[src/rtl/regfile_pkg.sv]
// regfile_pkg: shared sizing defaults and constants for the integer register file.
//   DEF_DATA_W  - default register width in bits
//   DEF_REG_NUM - default number of architectural registers (x0 included)
//   DEF_ADDR_W  - default register address width, clog2(DEF_REG_NUM)
//   X0_ADDR     - address of the hard-wired zero register, shared with decode
package regfile_pkg;

    localparam int DEF_DATA_W  = 32;
    localparam int DEF_REG_NUM = 32;
    localparam int DEF_ADDR_W  = 5;

    localparam logic [DEF_ADDR_W-1:0] X0_ADDR = '0;

endpackage

[src/rtl/regfile_scoreboard.sv]
// reg_scoreboard: pending-write (busy) tracker for long-latency destinations.
// It raises stall when decode reads a register whose load result has not yet
// been written back, unless that result is being written back this very cycle.
// Ports:
//   clk         - system clock, rising edge
//   rst         - synchronous active-high reset, clears every busy bit
//   pend_set    - mark pend_addr as pending (load leaving execute)
//   pend_addr   - destination to mark pending
//   we          - write-back enable, clears the busy bit of wr_addr
//   wr_addr     - write-back destination
//   rs1_addr    - decode source address 1
//   rs2_addr    - decode source address 2
//   stall       - decode must hold
module reg_scoreboard
    import regfile_pkg::*;
#(
    parameter int REG_NUM = DEF_REG_NUM,
    parameter int ADDR_W  = DEF_ADDR_W
) (
    input  logic              clk,
    input  logic              rst,
    input  logic              pend_set,
    input  logic [ADDR_W-1:0] pend_addr,
    input  logic              we,
    input  logic [ADDR_W-1:0] wr_addr,
    input  logic [ADDR_W-1:0] rs1_addr,
    input  logic [ADDR_W-1:0] rs2_addr,
    output logic              stall
);

    logic [REG_NUM-1:0] busy;
    logic [REG_NUM-1:0] busy_next;
    logic               fwd1;
    logic               fwd2;

    // A new load to the same register supersedes an older write, so a set
    // wins over a clear at the same index. x0 can never become busy.
    always_comb begin
        busy_next = busy;
        for (int k = 1; k < REG_NUM; k++) begin
            if (pend_set && (pend_addr == ADDR_W'(k))) begin
                busy_next[k] = 1'b1;
            end else if (we && (wr_addr == ADDR_W'(k))) begin
                busy_next[k] = 1'b0;
            end
        end
        busy_next[0] = 1'b0;
    end

    // Busy vector register; reset forgets any load in flight.
    always_ff @(posedge clk) begin
        if (rst) begin
            busy <= '0;
        end else begin
            busy <= busy_next;
        end
    end

    // A busy source whose value is arriving on the write-back port this cycle
    // is satisfied by forwarding, so it does not stall.
    always_comb begin
        fwd1  = we && (wr_addr == rs1_addr);
        fwd2  = we && (wr_addr == rs2_addr);
        stall = (busy[rs1_addr] && (rs1_addr != X0_ADDR) && !fwd1) ||
                (busy[rs2_addr] && (rs2_addr != X0_ADDR) && !fwd2);
    end

endmodule

[src/rtl/regfile.sv]
// regfile: integer register file with two combinational read ports, one
// write-back port with same-cycle write-to-read forwarding, and a pending-load
// scoreboard that stalls decode on a still-pending source.
// Ports:
//   clk, rst     - clock and synchronous active-high reset
//   rs1_addr_i   - read port 1 address       rs1_data_o - read port 1 data
//   rs2_addr_i   - read port 2 address       rs2_data_o - read port 2 data
//   we_i         - write-back enable
//   wr_addr_i    - write-back destination    wr_data_i  - write-back data
//   pend_set_i   - mark pend_addr_i pending  pend_addr_i - pending destination
//   stall_o      - a source register is pending
// Optional (macro REGFILE_DEBUG_PORT_EN):
//   dbg_addr_i   - debug read address
//   dbg_data_o   - registered debug read data, stored array only, 1-cycle latency
module regfile
    import regfile_pkg::*;
#(
    parameter int DATA_W  = DEF_DATA_W,
    parameter int REG_NUM = DEF_REG_NUM,
    parameter int ADDR_W  = DEF_ADDR_W
) (
    input  logic              clk,
    input  logic              rst,
    input  logic [ADDR_W-1:0] rs1_addr_i,
    input  logic [ADDR_W-1:0] rs2_addr_i,
    output logic [DATA_W-1:0] rs1_data_o,
    output logic [DATA_W-1:0] rs2_data_o,
    input  logic              we_i,
    input  logic [ADDR_W-1:0] wr_addr_i,
    input  logic [DATA_W-1:0] wr_data_i,
    input  logic              pend_set_i,
    input  logic [ADDR_W-1:0] pend_addr_i,
    output logic              stall_o
`ifdef REGFILE_DEBUG_PORT_EN
    ,
    input  logic [ADDR_W-1:0] dbg_addr_i,
    output logic [DATA_W-1:0] dbg_data_o
`endif
);

    logic [DATA_W-1:0] regs [REG_NUM];

    // Register array. x0 is never written so it stays at its reset value;
    // the read paths force it to zero regardless.
    always_ff @(posedge clk) begin
        if (rst) begin
            for (int k = 0; k < REG_NUM; k++) begin
                regs[k] <= '0;
            end
        end else if (we_i && (wr_addr_i != X0_ADDR)) begin
            regs[wr_addr_i] <= wr_data_i;
        end
    end

    // Combinational read ports. A write landing on the same address this
    // cycle is forwarded so decode sees the value without waiting an edge.
    always_comb begin
        if (rs1_addr_i == X0_ADDR) begin
            rs1_data_o = '0;
        end else if (we_i && (wr_addr_i == rs1_addr_i)) begin
            rs1_data_o = wr_data_i;
        end else begin
            rs1_data_o = regs[rs1_addr_i];
        end

        if (rs2_addr_i == X0_ADDR) begin
            rs2_data_o = '0;
        end else if (we_i && (wr_addr_i == rs2_addr_i)) begin
            rs2_data_o = wr_data_i;
        end else begin
            rs2_data_o = regs[rs2_addr_i];
        end
    end

    reg_scoreboard #(
        .REG_NUM (REG_NUM),
        .ADDR_W  (ADDR_W)
    ) u_scoreboard (
        .clk       (clk),
        .rst       (rst),
        .pend_set  (pend_set_i),
        .pend_addr (pend_addr_i),
        .we        (we_i),
        .wr_addr   (wr_addr_i),
        .rs1_addr  (rs1_addr_i),
        .rs2_addr  (rs2_addr_i),
        .stall     (stall_o)
    );

`ifdef REGFILE_DEBUG_PORT_EN
    // Debug read sees only the committed array contents, one edge late.
    always_ff @(posedge clk) begin
        if (rst) begin
            dbg_data_o <= '0;
        end else if (dbg_addr_i == X0_ADDR) begin
            dbg_data_o <= '0;
        end else begin
            dbg_data_o <= regs[dbg_addr_i];
        end
    end
`endif

endmodule
[config.mk]
export PLATFORM = sky130hd
export DESIGN_NAME = regfile
export DESIGN_NICKNAME = d
export VERILOG_FILES = /design/src/rtl/regfile_pkg.sv /design/src/rtl/regfile_scoreboard.sv /design/src/rtl/regfile.sv
export SDC_FILE = /design/constraint.sdc
export NUM_CORES = 2
export LEC_CHECK = 0
export CAP_MARGIN = 20
export CORE_MARGIN = 1.5
export CORE_UTILIZATION = 60
export CTS_BUF_LIST = sky130_fd_sc_hd__clkbuf_8
export DETAILED_ROUTE_END_ITERATION = 8
export GPL_ROUTABILITY_DRIVEN = 1
export PLACE_DENSITY = 0.74
export RECOVER_POWER = 50
export SLEW_MARGIN = 40
export SYNTH_ARGS = -nofsm -noshare
export SYNTH_HDL_FRONTEND = slang
export SYNTH_SLANG_ARGS = --single-unit
[constraint.sdc]
create_clock -name clk -period 5.55 [get_ports clk]
set_input_delay 0.8325 -clock clk [delete_from_list [all_inputs] [get_ports clk]]
set_output_delay 0.8325 -clock clk [all_outputs]
set_load 0.03 [all_outputs]
# Word level (Yosys, flattened, before mapping)
# Memory sizes are Yosys's and may differ from the RTL's.
# Index checks and enable logic that the tools add are counted.
# totals
mem_count	1
output_inout_bits	65
ram_bits	1024
regBits	32
# mem_list
name	words	word_bits	rd	rd_ports_with_merged_regs	wr	line	source
regs	32	32	2	0	32	regfile.sv:41	logic [DATA_W-1:0] regs [REG_NUM];
# op_classes
muxes	78
n_reduce_logical	109
n_eq_ne	64
magnitude_cmp	2
# op_table
op	n
equality test 5 bit, second input constant	32
2-to-1 mux 32 bit	5
equality test 5 x 4 -> 1 bit, second input constant	16
2-to-1 mux 1 bit	70
logical AND 1 bit	69
nonzero test 2 bit	31
equality test 5 x 3 -> 1 bit, second input constant	8
OR reduction 32 bit	1
equality test 5 x 2 -> 1 bit, second input constant	4
nonzero test 5 bit	3
< comparator 5 x 6 -> 1 bit, second input constant	2
binary-select mux 1 bit (select 5 bit)	2
equality test 5 x 1 -> 1 bit, second input constant	2
equality test 5 bit	2
zero test 5 bit	2
2-to-1 mux 5 bit	1
zero test 1 bit	2
logical OR 1 bit	1

# Depth between registers and ports, before layout
# depth
word_depth	7
ltp_mapped	10

# Modules after synthesis
# From an unflattened synthesis, not the netlist that was laid out.
# hier_totals
cells_unflattened	3973
hier_area_um2	56734.4
# modules_own_cells
mod	area_each_um2	cells_each	n_inst
regfile	54722.5	3740	1
reg_scoreboard	2011.9	233	1

# Worst setup path before layout
# No wires, ideal clock.
# synth_timing
kind	input -> output
from	input rs2_addr_i[4]
to	output rs2_data_o[25]
t_required_ns	4.718
n_path_buf	3
slack_ns	1.895
stages	8
t_arrival_ns	2.822
path_cell_list	buf_2 or2_1 clkbuf_1 clkbuf_1 nor2_1 nor4_1 nor4_1 nor3_1
# synth_via
elab_chain_cells	4
# synth_rtl
item	line	source
start, declared	regfile.sv:25	input logic [ADDR_W-1:0] rs2_addr_i,
parallel branches: the longest is 3 deep, another holds memory (32 x 32 bit)	--	
2-to-1 mux 32 bit *	regfile.sv:66	if (rs2_addr_i == X0_ADDR) begin
end, declared	regfile.sv:27	output logic [DATA_W-1:0] rs2_data_o,
# Mark *: on every way between the ends.

==> results by group <==
Setup path
  – Flop2flop setup slack: around 4800 ps
  – Critical Path Start Type: input pin
  – Reg2reg end: u_scoreboard.busy[11]
  – Cell Chain, Critical Path: clkbuf_1, clkbuf_2, o21bai_1, clkbuf_2
  – Crit path arrival time: about 6000 ps
  – Buffer and inverter count on the worst path: 3
  – RR Startpoint: u_scoreboard.busy[11]
  – Worst Path Required: ~6000 ps
  – Crit Path Max Fanout: 50
  – CP Capture Type: flip-flop
  – Critical Path Slowest Stage Cell: clkbuf_1
  – CP max stage delay: around 2300 ps
  – Worst Setup Path Type: input pin to flip-flop
  – R2R depth: 2
  – Critical Path Most Common Cell: clkbuf_2
  – Crit path max-delay family: buffers and inverters

Layout
  – Syn-to-layout area delta: 11.8%
  – Share of cells above drive strength 1: approximately a quarter
  – Final #Nets: 4,124
  – Utilization after layout: between 60% and 70%
  – # fillers: around 6,400

CTS
  – Clock buffer depth: 3
  – Post-CTS sizing: 0
  – Clk sink count: between 1,000 and 1,500
  – Root Driver: clkbuf_8
  – CTS H-tree depth: 4
  – Clock latency on the worst-skew pair: approximately 850 ps
  – Post-CTS Setup Inserts: 0
  – CTS tree: built
  – Cts hold-fix bufs: 0
  – Clock slew seen by the registers of the worst setup and hold paths: roughly 60 ps
  – TritonCTS buffer count: around 170

Drt
  – Residual DRC count: 0
  – Via/cell ratio: around 7.3
  – Via count: around 40,000
  – DRT Pass-1 Iters: 6
  – Avg WL per Cell: between 30 and 40 um
  – DR iter-0 viols: between 7,000 and 8,000
  – Routed Antenna Nets: 0
  – Final wirelength: around 200 mm

Yosys
  – Simple-gate area share of the yosys netlist: ~14%
  – Mapped Cells: about 4,000
  – Synth warn: 0
  – Largest cells by area after synthesis: edfxtp_1 54%, mux4_2 17%, and2_1 11%, mux2i_1 2.9%, clkbuf_1 1.9%
  – Synth Area in XOR/XNOR: less than 1%
  – EDFF count, synth: 1,024
  – Top cell type's share of synthesized area: 54.2%
  – Mux cell area share after synthesis: a little over a fifth
  – Yosys cell types: 60
  – Mapped Avg Cell Area: around 14 sq um
  – Seq/Total Area, Yosys: between 50% and 60%
  – Complex-gate fraction of the synthesized area: between 5 and 6%
  – Synth area leader: edfxtp_1
  – Flops & latches, synth: around 1,100
  – Post-synthesis adder-cell area fraction: 0%
  – Largest family of logic cells by synthesized area: multiplexers
  – Post-Syn Area: approximately 57,000 sq um
  – Most common cell in the netlist: edfxtp_1
  – Post-synth top flop: edfxtp_1
  – Asr flop ratio synth: 0%
  – Commonest cells in the netlist: 1,024 x edfxtp_1, 996 x and2_1, 428 x mux4_2

GRT
  – Met3 Resource Use GR: between 10% and 20%
  – First-pass GRT wire length: ~280 mm
  – Largest net degree at the start of global routing: 73
  – Total track usage: a little over two fifths
  – Vias in the first global route: ~39,000
  – GR Util met1: 56.1%
  – Grt total ovfl: 0
  – Initial antenna violation count: 15
  – Met2 usage: between 60 and 70%
  – Layer with the highest usage: met2

Timing
  – Slew headroom: -117%
  – Setup TNS: 0 ps
  – Highest clock rate: 184 MHz
  – Worst Clk Skew: 0 ps
  – Final setup viols: 0
  – RSZ-0062 raised after global routing: no
  – Worst-Margin Slew: ~3200 ps
  – Min Tclk post-route: ~5400 ps
  – Period utilization: a little over nine tenths
  – Final hold vios: 0
  – Slew Viols, Final: between 400 and 500

Flow run
  – Max-cap violation count: 20

Power and ir drop
  – P per Cell Area: roughly 290 nW/um^2
  – Leakage: 22.0 nW
  – Max IR drop VDD: 0.242 mV

Floorplanning
  – FP Rows: between 100 and 150
  – DIE HEIGHT: between 300 and 400 um
  – Core ar.: approximately 93,000 sq um
  – DIE AREA: slightly below 100,000 sq um
  – # IOs: roughly 120
  – Starting Density: between 60% and 70%
  – Die width: roughly 310 um

Place
  – Hpwl dp: between 100 and 150 mm
  – Port Buffers: 120
  – RD Place Congestion: ~0.95

Run status
  – Status: complete, but fails checks
  – Failing checks: capacitance limit, slew limit

Worst hold path
  – Hold depth: 2
  – Hold Path Sink: u_scoreboard.busy[21]
  – Worst min path class: flip-flop to flip-flop
  – Hold_sp: u_scoreboard.busy[21]
==> registers in the layout, indices dropped and copies added (netlist names) <==
register	flops
regs	1024
u_scoreboard.busy	31
==> layout by cell type, fill, tap and decap left out, types with 65 or more instances in the layout <==
cell      Yosys  routed
edfxtp_1   1024    1024
and2_1      996     801
mux4_2      428     428
and2_0        0     193
clkbuf_8      0     174
mux2i_1     164     164
buf_4        30     130
buf_12        1      82
nand2_1      80      79
a21oi_1      73      73
a22oi_1      69      69
inv_1         8      69
nor2_1       82      67
o22ai_1      65      65
==> worst max path at each step <==
stage / cells past startpoint / startpoint / endpoint / slack [ps]
finish: 4 / rst / regs[18][4] / 120
global route: 4 / rst / regs[23][21] / 250
CTS: 9 / rs2_addr_i[2] / rs2_data_o[27] / 530
detailed placement: 9 / rs2_addr_i[2] / rs2_data_o[27] / 540
global placement: 9 / rs2_addr_i[2] / rs2_data_o[27] / 620
floorplan: 8 / rs2_addr_i[4] / rs2_data_o[25] / 1900
==> logic make-up (layout without fill, tap and decap cells) <==
kind of cell | after synthesis | in the layout
simple gates | 1356 | 1356
buf+inv | 430 | 643
compound gates | 458 | 458
other cells | 1 | 36
xor+xnor | 10 | 10
mux | 643 | 643
flops | 1055 | 1055
==> worst register-to-register path, cell delays in order (launching register included) <==
cell     delay (ps)
dfxtp_1         330
o21ai_0          80
a21oi_1          90
==> area by class of cell <==
class / instances / area, sq um / area share [%]
tap: 1254 / 1570 / 2.48
multi-input combinational: 2499 / 23800 / 37.5
timing repair buffer: 331 / 3650 / 5.76
antenna: 4 / 10.0 / 0.0158
clock inverter: 129 / 593 / 0.936
sequential: 1055 / 31400 / 49.5
clock buffer: 174 / 2390 / 3.78
inverter: 9 / 33.8 / 0.0533
==> through the flow <==
stage	cell area (sq um)	cells	hold WS (ps)	worst slack, ps	total power, mW
5_1_grt	63400	5452	509	254	18.8
6_report	63400	5455	489	123	18.4
3_5_place_dp	60800	5144	473	542	12.3
3_3_place_gp	60700	5138	471	620	12.3
4_1_cts	63800	5447	486	532	18.3
2_1_floorplan	56800	3984	450	1900	11.1
==> power breakdown <==
group | internal [mW] | switching (mW) | total [mW] | leakage (nW)
clock | 2.96 | 3.18 | 6.14 | 1.74
combinational | 1.18 | 1.68 | 2.86 | 10.3
sequential | 9.18 | 0.227 | 9.40 | 10.0
==> per-layer routing <==
| layer | vias to the layer above | wire length [um] |
|---|---|---|
| met5 | - | 57 |
| met4 | 8 | 13200 |
| met3 | 903 | 32900 |
| met2 | 3934 | 89200 |
| met1 | 19800 | 67500 |
| li1 | 15500 | - |
Note: power is estimated with default switching activity, not from simulation.
